===== src/rtl/game_pkg.sv =====
// Shared types, colours and move arithmetic for the player sprite path.
// Build option PLAYER_WRAP_EN: moves that leave the frame wrap to the far edge instead of clamping.
package game_pkg;

   typedef logic [11:0] pixel_t;

   localparam int H_FRAME_DEF = 160;
   localparam int V_FRAME_DEF = 120;

   typedef struct packed {
      logic [$clog2(H_FRAME_DEF)-1:0] x;
      logic [$clog2(V_FRAME_DEF)-1:0] y;
   } player_t;

   localparam pixel_t RED    = 12'hF00;
   localparam pixel_t YELLOW = 12'hFF0;
   localparam pixel_t SKY    = 12'h0FF;
   localparam pixel_t GRASS  = 12'h0F0;

   localparam logic [1:0] MOVE_NONE = 2'b00;
   localparam logic [1:0] MOVE_POS  = 2'b01;
   localparam logic [1:0] MOVE_NEG  = 2'b10;

   typedef enum logic [2:0] {
      ST_INIT,
      ST_IDLE,
      ST_CALC,
      ST_ERASE,
      ST_DRAW
   } state_t;

   // Done in int so pos+step can never overflow the coordinate width.
   function automatic int move_axis(input int pos, input logic [1:0] mv,
                                    input int step, input int limit);
      int res;
      res = pos;
      if (mv == MOVE_POS) begin
`ifdef PLAYER_WRAP_EN
         res = (pos + step >= limit) ? pos + step - limit : pos + step;
`else
         res = (pos + step > limit - 1) ? limit - 1 : pos + step;
`endif
      end else if (mv == MOVE_NEG) begin
`ifdef PLAYER_WRAP_EN
         res = (pos < step) ? pos + limit - step : pos - step;
`else
         res = (pos < step) ? 0 : pos - step;
`endif
      end
      return res;
   endfunction

endpackage


===== src/rtl/frame_bg_lut.sv =====
// Background colour of a frame pixel: sun in the upper right, sky above, grass below.
// Used for both frame init and sprite erase so the two always agree.
module frame_bg_lut
   import game_pkg::*;
#(
   parameter int H_FRAME_HT       = 160,
   parameter int V_FRAME_HT       = 120,
   parameter int GRASS_PERCENTAGE = 25
) (
   input  logic [$clog2(V_FRAME_HT)-1:0] row,
   input  logic [$clog2(H_FRAME_HT)-1:0] col,
   output logic [11:0]                   pixel
);

   // The sun's row bound is scaled from the frame width, not its height.
   localparam int SUN_COL  = H_FRAME_HT * 80 / 100;
   localparam int SUN_ROW  = H_FRAME_HT * 20 / 100;
   localparam int SKY_ROWS = V_FRAME_HT * (100 - GRASS_PERCENTAGE) / 100;

   always_comb begin
      if (int'(col) > SUN_COL && int'(row) < SUN_ROW)
         pixel = YELLOW;
      else if (int'(row) < SKY_ROWS)
         pixel = SKY;
      else
         pixel = GRASS;
   end

endmodule


===== src/rtl/player_frame_ctrl.sv =====
// Per-frame player sprite update: move on frame_tick, then erase old pixel and draw new one.
// Build option PLAYER_WRAP_EN (see game_pkg) selects wrap-around instead of clamped movement.
module player_frame_ctrl
   import game_pkg::*;
#(
   parameter int H_FRAME_HT       = 160,
   parameter int V_FRAME_HT       = 120,
   parameter int GRASS_PERCENTAGE = 25,
   parameter int STEP             = 1
) (
   input  logic                          clk,
   input  logic                          rst_n,
   input  logic                          frame_tick,
   input  logic [1:0]                    move_x,
   input  logic [1:0]                    move_y,
   output logic [$clog2(H_FRAME_HT)-1:0] player_x,
   output logic [$clog2(V_FRAME_HT)-1:0] player_y,
   output logic                          wr_valid,
   input  logic                          wr_ready,
   output logic [$clog2(V_FRAME_HT)-1:0] wr_row,
   output logic [$clog2(H_FRAME_HT)-1:0] wr_col,
   output logic [11:0]                   wr_pixel,
   output logic                          busy,
   output logic [7:0]                    drop_cnt
);

   localparam int XW = $clog2(H_FRAME_HT);
   localparam int YW = $clog2(V_FRAME_HT);
   localparam logic [XW-1:0] X_HOME = XW'(H_FRAME_HT / 2);
   localparam logic [YW-1:0] Y_HOME = YW'(V_FRAME_HT / 2);

   state_t state, next_state;

   logic [1:0]    move_x_q, move_y_q;
   logic [XW-1:0] old_x, new_x;
   logic [YW-1:0] old_y, new_y;
   logic          wr_fire, moved;
   pixel_t        bg_pixel;

   logic          wr_valid_d;
   logic [YW-1:0] wr_row_d;
   logic [XW-1:0] wr_col_d;
   pixel_t        wr_pixel_d;

   assign wr_fire = wr_valid && wr_ready;
   assign new_x   = XW'(move_axis(int'(old_x), move_x_q, STEP, H_FRAME_HT));
   assign new_y   = YW'(move_axis(int'(old_y), move_y_q, STEP, V_FRAME_HT));
   assign moved   = (new_x != old_x) || (new_y != old_y);
   assign busy    = (state != ST_IDLE);

   frame_bg_lut #(
      .H_FRAME_HT      (H_FRAME_HT),
      .V_FRAME_HT      (V_FRAME_HT),
      .GRASS_PERCENTAGE(GRASS_PERCENTAGE)
   ) u_bg (
      .row  (old_y),
      .col  (old_x),
      .pixel(bg_pixel)
   );

   always_ff @(posedge clk or negedge rst_n) begin
      if (!rst_n)
         state <= ST_INIT;
      else
         state <= next_state;
   end

   always_comb begin
      next_state = state;
      case (state)
         ST_INIT:  if (wr_fire) next_state = ST_IDLE;
         ST_IDLE:  if (frame_tick) next_state = ST_CALC;
         ST_CALC:  next_state = moved ? ST_ERASE : ST_IDLE;
         ST_ERASE: if (wr_fire) next_state = ST_DRAW;
         ST_DRAW:  if (wr_fire) next_state = ST_IDLE;
         default:  next_state = ST_INIT;
      endcase
   end

   // Write port is registered, so its next value is decoded from the state being entered.
   always_comb begin
      wr_valid_d = 1'b0;
      wr_row_d   = wr_row;
      wr_col_d   = wr_col;
      wr_pixel_d = wr_pixel;
      case (next_state)
         ST_INIT: begin
            wr_valid_d = 1'b1;
            wr_row_d   = player_y;
            wr_col_d   = player_x;
            wr_pixel_d = RED;
         end
         ST_ERASE: begin
            wr_valid_d = 1'b1;
            wr_row_d   = old_y;
            wr_col_d   = old_x;
            wr_pixel_d = bg_pixel;
         end
         ST_DRAW: begin
            wr_valid_d = 1'b1;
            wr_row_d   = player_y;
            wr_col_d   = player_x;
            wr_pixel_d = RED;
         end
         default: ;
      endcase
   end

   // Position, latched request and drop counter; ticks outside IDLE are only counted.
   always_ff @(posedge clk or negedge rst_n) begin
      if (!rst_n) begin
         player_x <= X_HOME;
         player_y <= Y_HOME;
         old_x    <= '0;
         old_y    <= '0;
         move_x_q <= MOVE_NONE;
         move_y_q <= MOVE_NONE;
         wr_valid <= 1'b0;
         wr_row   <= '0;
         wr_col   <= '0;
         wr_pixel <= '0;
         drop_cnt <= '0;
      end else begin
         wr_valid <= wr_valid_d;
         wr_row   <= wr_row_d;
         wr_col   <= wr_col_d;
         wr_pixel <= wr_pixel_d;
         if (state == ST_IDLE && frame_tick) begin
            move_x_q <= move_x;
            move_y_q <= move_y;
            old_x    <= player_x;
            old_y    <= player_y;
         end
         if (state == ST_CALC && moved) begin
            player_x <= new_x;
            player_y <= new_y;
         end
         if (frame_tick && state != ST_IDLE && drop_cnt != 8'hFF)
            drop_cnt <= drop_cnt + 8'd1;
      end
   end

endmodule


===== config.mk =====
export PLATFORM = sky130hd
export DESIGN_NAME = player_frame_ctrl
export DESIGN_NICKNAME = d
export VERILOG_FILES = /design/src/rtl/game_pkg.sv /design/src/rtl/frame_bg_lut.sv /design/src/rtl/player_frame_ctrl.sv
export SDC_FILE = /design/constraint.sdc
export NUM_CORES = 1
export LEC_CHECK = 0
export CAP_MARGIN = 20
export CORE_MARGIN = 10
export CORE_UTILIZATION = 32
export DETAILED_ROUTE_END_ITERATION = 10
export SYNTH_ARGS = -nofsm -noshare
export SYNTH_HDL_FRONTEND = slang
export SYNTH_SLANG_ARGS = --single-unit

===== constraint.sdc =====
create_clock -name clk -period 6.4 [get_ports clk]
set_clock_uncertainty 0.1 [all_clocks]
set_input_delay 1.28 -clock clk [delete_from_list [all_inputs] [get_ports clk]]
set_output_delay 1.28 -clock clk [all_outputs]
set_load 0.01 [all_outputs]

==> flow_summary.toml, run 1 <==
[yosys]
synthDistinctLibCells = 77
yosysWarnings = 0
ys_top_cells_by_count = "dfrtp_1 (58), nor2_1 (55), nand2_1 (43), inv_1 (34), o21ai_0 (28)"
synth_edf_count = 0
yosys_most_used_dff = "dfrtp_1"
synth-seq-cells = 64
async_flop_share = 1.00
syn_area_per_cell_um2 = 8.99
synth_cells = 487
netlist_top_cells_area = "dfrtp_1 (33%), mux2_2 (4.9%), nor2_1 (4.7%)"
synth.most_common_cell = "dfrtp_1"
synth_top_area_share = 0.332
yosysTopAreaCell = "dfrtp_1"
syn_nets = 502
netlist_area_um2 = 4380
synth-seq-area-share = 0.368

[setup_path]
critPathSlowestCell = "a31o_1"
endpoint_kind = "flip-flop"
cp_top_family = "compound AO/OA/AOI/OAI gates"
slowest_delay_ns = 0.89
crit_fanout = 18
worst_ep_required_time_ns = 6.47
cp_cell_sequence = "ha_1 -> and4_1 -> nand4b_1 -> a32oi_2 -> nor2_4 -> mux2i_1 -> a2111oi_1 -> a31o_1 -> a221oi_1"
crit_arrival_ns = 4.34
path_class = "reg -> reg"
start_kind = "flip-flop"
r2r_slack_ns = 2.13
path_buf_inv = 0

[floorplanning]
initial_core_util = 0.329
die_area_um2 = 18800
die_w_um = 137
core_region_area_um2 = 13300
io_pins = 60
dieHeight_um = 137
fp-row-count = 42

[sta]
tns_ns = 0
maxSlewHeadroom = 0.335
period_minus_slack_ns = 4.27
clock.fmax_ghz = 0.234
grt_setup_unrepaired = "false"
hold_viol = 0
setup_viol = 0
worst_pin_slew_ns = 0.998
min_period_over_period = 0.667
slew_violations = 0

[pwr]
total_power_mw = 3.14
peakVddDrop_mv = 0.223
powerDensity_nw_per_um2 = 595
power_leakage_nw = 2.20

[place]
io_buffers = 59
dpl_cell_area_um2 = 4940
hpwl_mm = 8.61
gp_congestion = 0.940

[detailed_routing]
drt_wl_total_mm = 12.2
dr.pass1.iters = 5
drtIter0Drc = 478
via_per_inst = 5.48
drc = 0
wl_per_cell_um = 17.5
vias = 3833
ant_nets = 0

[final_layout]
drive_above_1_share = 0.140
fin_area_um2 = 5270
nFillCells = 1324
antennaDiodeCount = 0
syn_to_final_growth_pct = 20.4
nets = 533
utilization = 0.396

[hold_path]
hold_class = "reg -> reg"

[cts]
cts_root_buffer = "clkbuf_16"
clkTransAtPathRegs_ns = 0.06
insertion_delay_ns = 0.34
htree_levels = 3
cts_setup_buffers = 0
clock_path_buffers = 2
numClockSinks = 64
cts_tree = "done"
hold_buffers = 0
cts_resized = 0
numCtsBuffers = 9

[global_routing]
met1_usage = 0.168
grt_busiest_layer = "met2"
antenna_found_initial = 0
grtUsageMet2 = 0.210
grt_max_degree = 65
grt_pass1_vias = 3744
met3_usage = 0.0315
grt_pass1_wl_mm = 19.8
overflow = 0
track_usage = 0.131

[run_status]
outcome = "finished, final reports clean"

[flow_run]
cap_violations = 0
[area by class of cell]
cell class | count | area, um^2 | area share
clock buffer | 9 | 225 | 0.0427
sequential | 64 | 1610 | 0.305
inverter | 34 | 128 | 0.0242
multi-input combinational | 347 | 2370 | 0.451
tap | 176 | 220 | 0.0418
clock inverter | 7 | 104 | 0.0197
timing repair buffer | 62 | 608 | 0.115
[worst reg2reg max path: stages, from the launching register on]
cell	delay (ns)
dfrtp_1	0.68
ha_1	0.44
and4_1	0.29
nand4b_1	0.13
a32oi_2	0.43
nor2_4	0.14
mux2i_1	0.17
a2111oi_1	0.61
a31o_1	0.89
a221oi_1	0.22
[flip-flops by register name, indices dropped and copies added (netlist names)]
signal	flops
move_y_q	2
move_x_q	2
old_y	7
wr_pixel	3
wr_valid	1
wr_row	7
drop_cnt	8
player_x	8
player_y	7
old_x	8
wr_col	8
state	3
[layout by cell type (no fill, tap or decap), drive strengths merged, types with 8 or more instances in the layout]
cell	Yosys	final
mux2	25	25
o21ai	31	31
nor2	56	56
inv	34	36
mux2i	8	8
a221oi	15	15
nand2	44	44
clkbuf	15	9
nor2b	9	9
nand3	19	19
xnor2	9	9
a21oi	14	14
dfrtp	58	58
clkdlybuf4s50	0	58
[cell families (layout without fill, tap and decap cells)]
kind of cell	Yosys count	after routing	share of synthesized area
fa+ha+maj	7	7	0.0200
simple gates	170	170	0.196
buf+inv	76	112	0.0906
compound gates	123	123	0.210
flops	64	64	0.368
xor+xnor	14	14	0.0280
mux	33	33	0.0878
[report_power, final]
part           leakage, nW  internal, mW  switching, mW  total, mW
Combinational         1.27         0.810          0.867       1.68
Sequential           0.778         0.608          0.306      0.915
Clock                0.161         0.346          0.199      0.545
[routing by layer]
metal | wire, um | up-vias
li1 | - | 1801
met1 | 5400 | 1884
met2 | 5900 | 134
met3 | 690 | 14
met4 | 216 | 0
met5 | 0 | -
[path summary, 6_finish.rpt]
kind / start / to / depth (start not counted)
setup / recovery: old_y[1] / wr_col[5] / 9
hold / removal: player_y[3] / player_y[3] / 2
setup reg to reg: old_y[1] / wr_col[5] / 9
hold reg to reg: player_y[3] / player_y[3] / 2
max in group asynchronous: rst_n / wr_col[5] / 2
min in group asynchronous: rst_n / old_x[4] / 2
[through the flow]
step,hold WS [ns],instances,setup slack (ns)
floorplan,0.385,487,3.18
global placement,0.385,683,2.35
detailed placement,0.389,683,2.20
CTS,0.397,699,2.17
global route,0.408,699,1.90
finish,0.392,699,2.13
No activity file was read; power rests on OpenSTA's default activity.
==> run 2: changes to the inputs <==
- clock period: 6.4 -> 4.2 ns (I/O delays scaled with it)
==> flow_summary.toml, run 2 (synthesis gave the netlist of run 1 again) <==
[sta]
tns_ns = 0
hold_viol = 0
maxSlewHeadroom = 0.521
clock.fmax_ghz = 0.262
min_period_over_period = 0.908
worst_pin_slew_ns = 0.716
whs_ns = 0.372
setup_viol = 0
period_minus_slack_ns = 3.81
grt_setup_unrepaired = "false"
slew_violations = 0

[place]
dpl_cell_area_um2 = 5010
io_buffers = 59
gp_congestion = 0.973
hpwl_mm = 9.25
dp.cells = 693

[detailed_routing]
dr.pass1.iters = 5
drtIter0Drc = 347
ant_nets = 0
via_per_inst = 5.39
drt_wl_total_mm = 12.7
wl_per_cell_um = 17.8
vias = 3845
drc = 0

[setup_path]
start_kind = "flip-flop"
cpMostUsedCell = "a32oi_1"
path_buf_inv = 2
cp_top_family = "compound AO/OA/AOI/OAI gates"
cp_cell_sequence = "inv_1 -> ha_1 -> or3b_1 -> o22ai_1 -> a32oi_1 -> o21ai_0 -> a32oi_1 -> nor4_2 -> a31o_1 -> buf_4 -> a22oi_1"
crit_fanout = 12
path_class = "reg -> reg"
worst_ep_required_time_ns = 4.30
endpoint_kind = "flip-flop"
crit_arrival_ns = 3.91
critPathSlowestCell = "dfrtp_1"
slowest_delay_ns = 0.55

[floorplanning]
die_w_um = 137
dieHeight_um = 137
initial_core_util = 0.329
die_area_um2 = 18800
fp-row-count = 42
core_region_area_um2 = 13300
io_pins = 60

[run_status]
outcome = "finished, final reports clean"

[global_routing]
grt_max_degree = 44
grtUsageMet2 = 0.226
antenna_found_initial = 0
grt_busiest_layer = "met2"
grt_pass1_vias = 3858
met1_usage = 0.168
grt_pass1_wl_mm = 20.4
track_usage = 0.136
met3_usage = 0.0356
overflow = 0

[final_layout]
antennaDiodeCount = 0
fin_area_um2 = 5360
seq_area_um2 = 1610
fin_cells = 713
nFillCells = 1320
multi_input_area_um2 = 2370
utilization = 0.403
drive_above_1_share = 0.160
final_cell_mix = "dfrtp_1 (58), clkdlybuf4s50_1 (58), nor2_1 (55)"
nets = 547
syn_to_final_growth_pct = 22.5

[cts]
htree_levels = 3
clock_path_buffers = 2
cts_root_buffer = "clkbuf_16"
cts_tree = "done"
numClockSinks = 64
insertion_delay_ns = 0.34
clkTransAtPathRegs_ns = 0.06
numCtsBuffers = 9

[pwr]
p_clk_frac = 0.167
p_int_mw = 2.75
powerDensity_nw_per_um2 = 906
power_leakage_nw = 2.27
p_switching_mw = 2.11
switching_share = 0.434
peakVddDrop_mv = 0.319
combPwrFrac = 0.554
seqPwrFrac = 0.280

[flow_run]
cap_violations = 0

[hold_path]
hold_class = "in -> async"
run 2: routing by layer:
metal	vias up	part of all wire
met5	-	0
met4	0	0.015
met3	11	0.054
met2	103	0.50
met1	1891	0.43
li1	1840	-
run 2: power by group through the flow:
stage	clock network [mW]	logic, mW	registers [mW]
after global placement	0	2.67	1.35
after CTS	0.833	2.71	1.36
after global routing	0.862	2.97	1.42
final	0.809	2.69	1.36
after floorplan	0	1.89	1.25
after detailed placement	0	2.70	1.37
run 2: worst paths after layout:
path / startpoint / endpoint / slack [ns] / cells after the start
min reg2reg: player_y[3] / player_y[3] / 0.39 / 2
max: old_x[0] / wr_pixel[10] / 0.39 / 11
min in group clk: player_y[3] / player_y[3] / 0.39 / 2
max in group asynchronous: rst_n / player_y[5] / 2.67 / 2
min: rst_n / old_x[4] / 0.37 / 1
max reg2reg: old_x[0] / wr_pixel[10] / 0.39 / 11
run 2: per-stage QoR:
stage	worst slack [ns]	total power [mW]
2_1_floorplan	0.978	3.14
3_3_place_gp	0.494	4.02
3_5_place_dp	0.368	4.06
4_1_cts	0.323	4.90
6_report	0.387	4.86
5_1_grt	0.0290	5.25
run 2: final cells by class:
type                       instances  share of cell area
multi-input combinational        347               0.442
sequential                        64               0.300
timing repair buffer              76               0.133
clock buffer                       9              0.0420
tap                              176              0.0411
inverter                          34              0.0238
clock inverter                     7              0.0177
run 2: timing repair:
item / 4_1_cts / 5_1_grt
hold buffers: 0 / 0
gates resized for setup: 0 / 0
setup buffers: 0 / 4
setup endpoints to repair: 0 / 1
hold endpoints to repair: 0 / 0
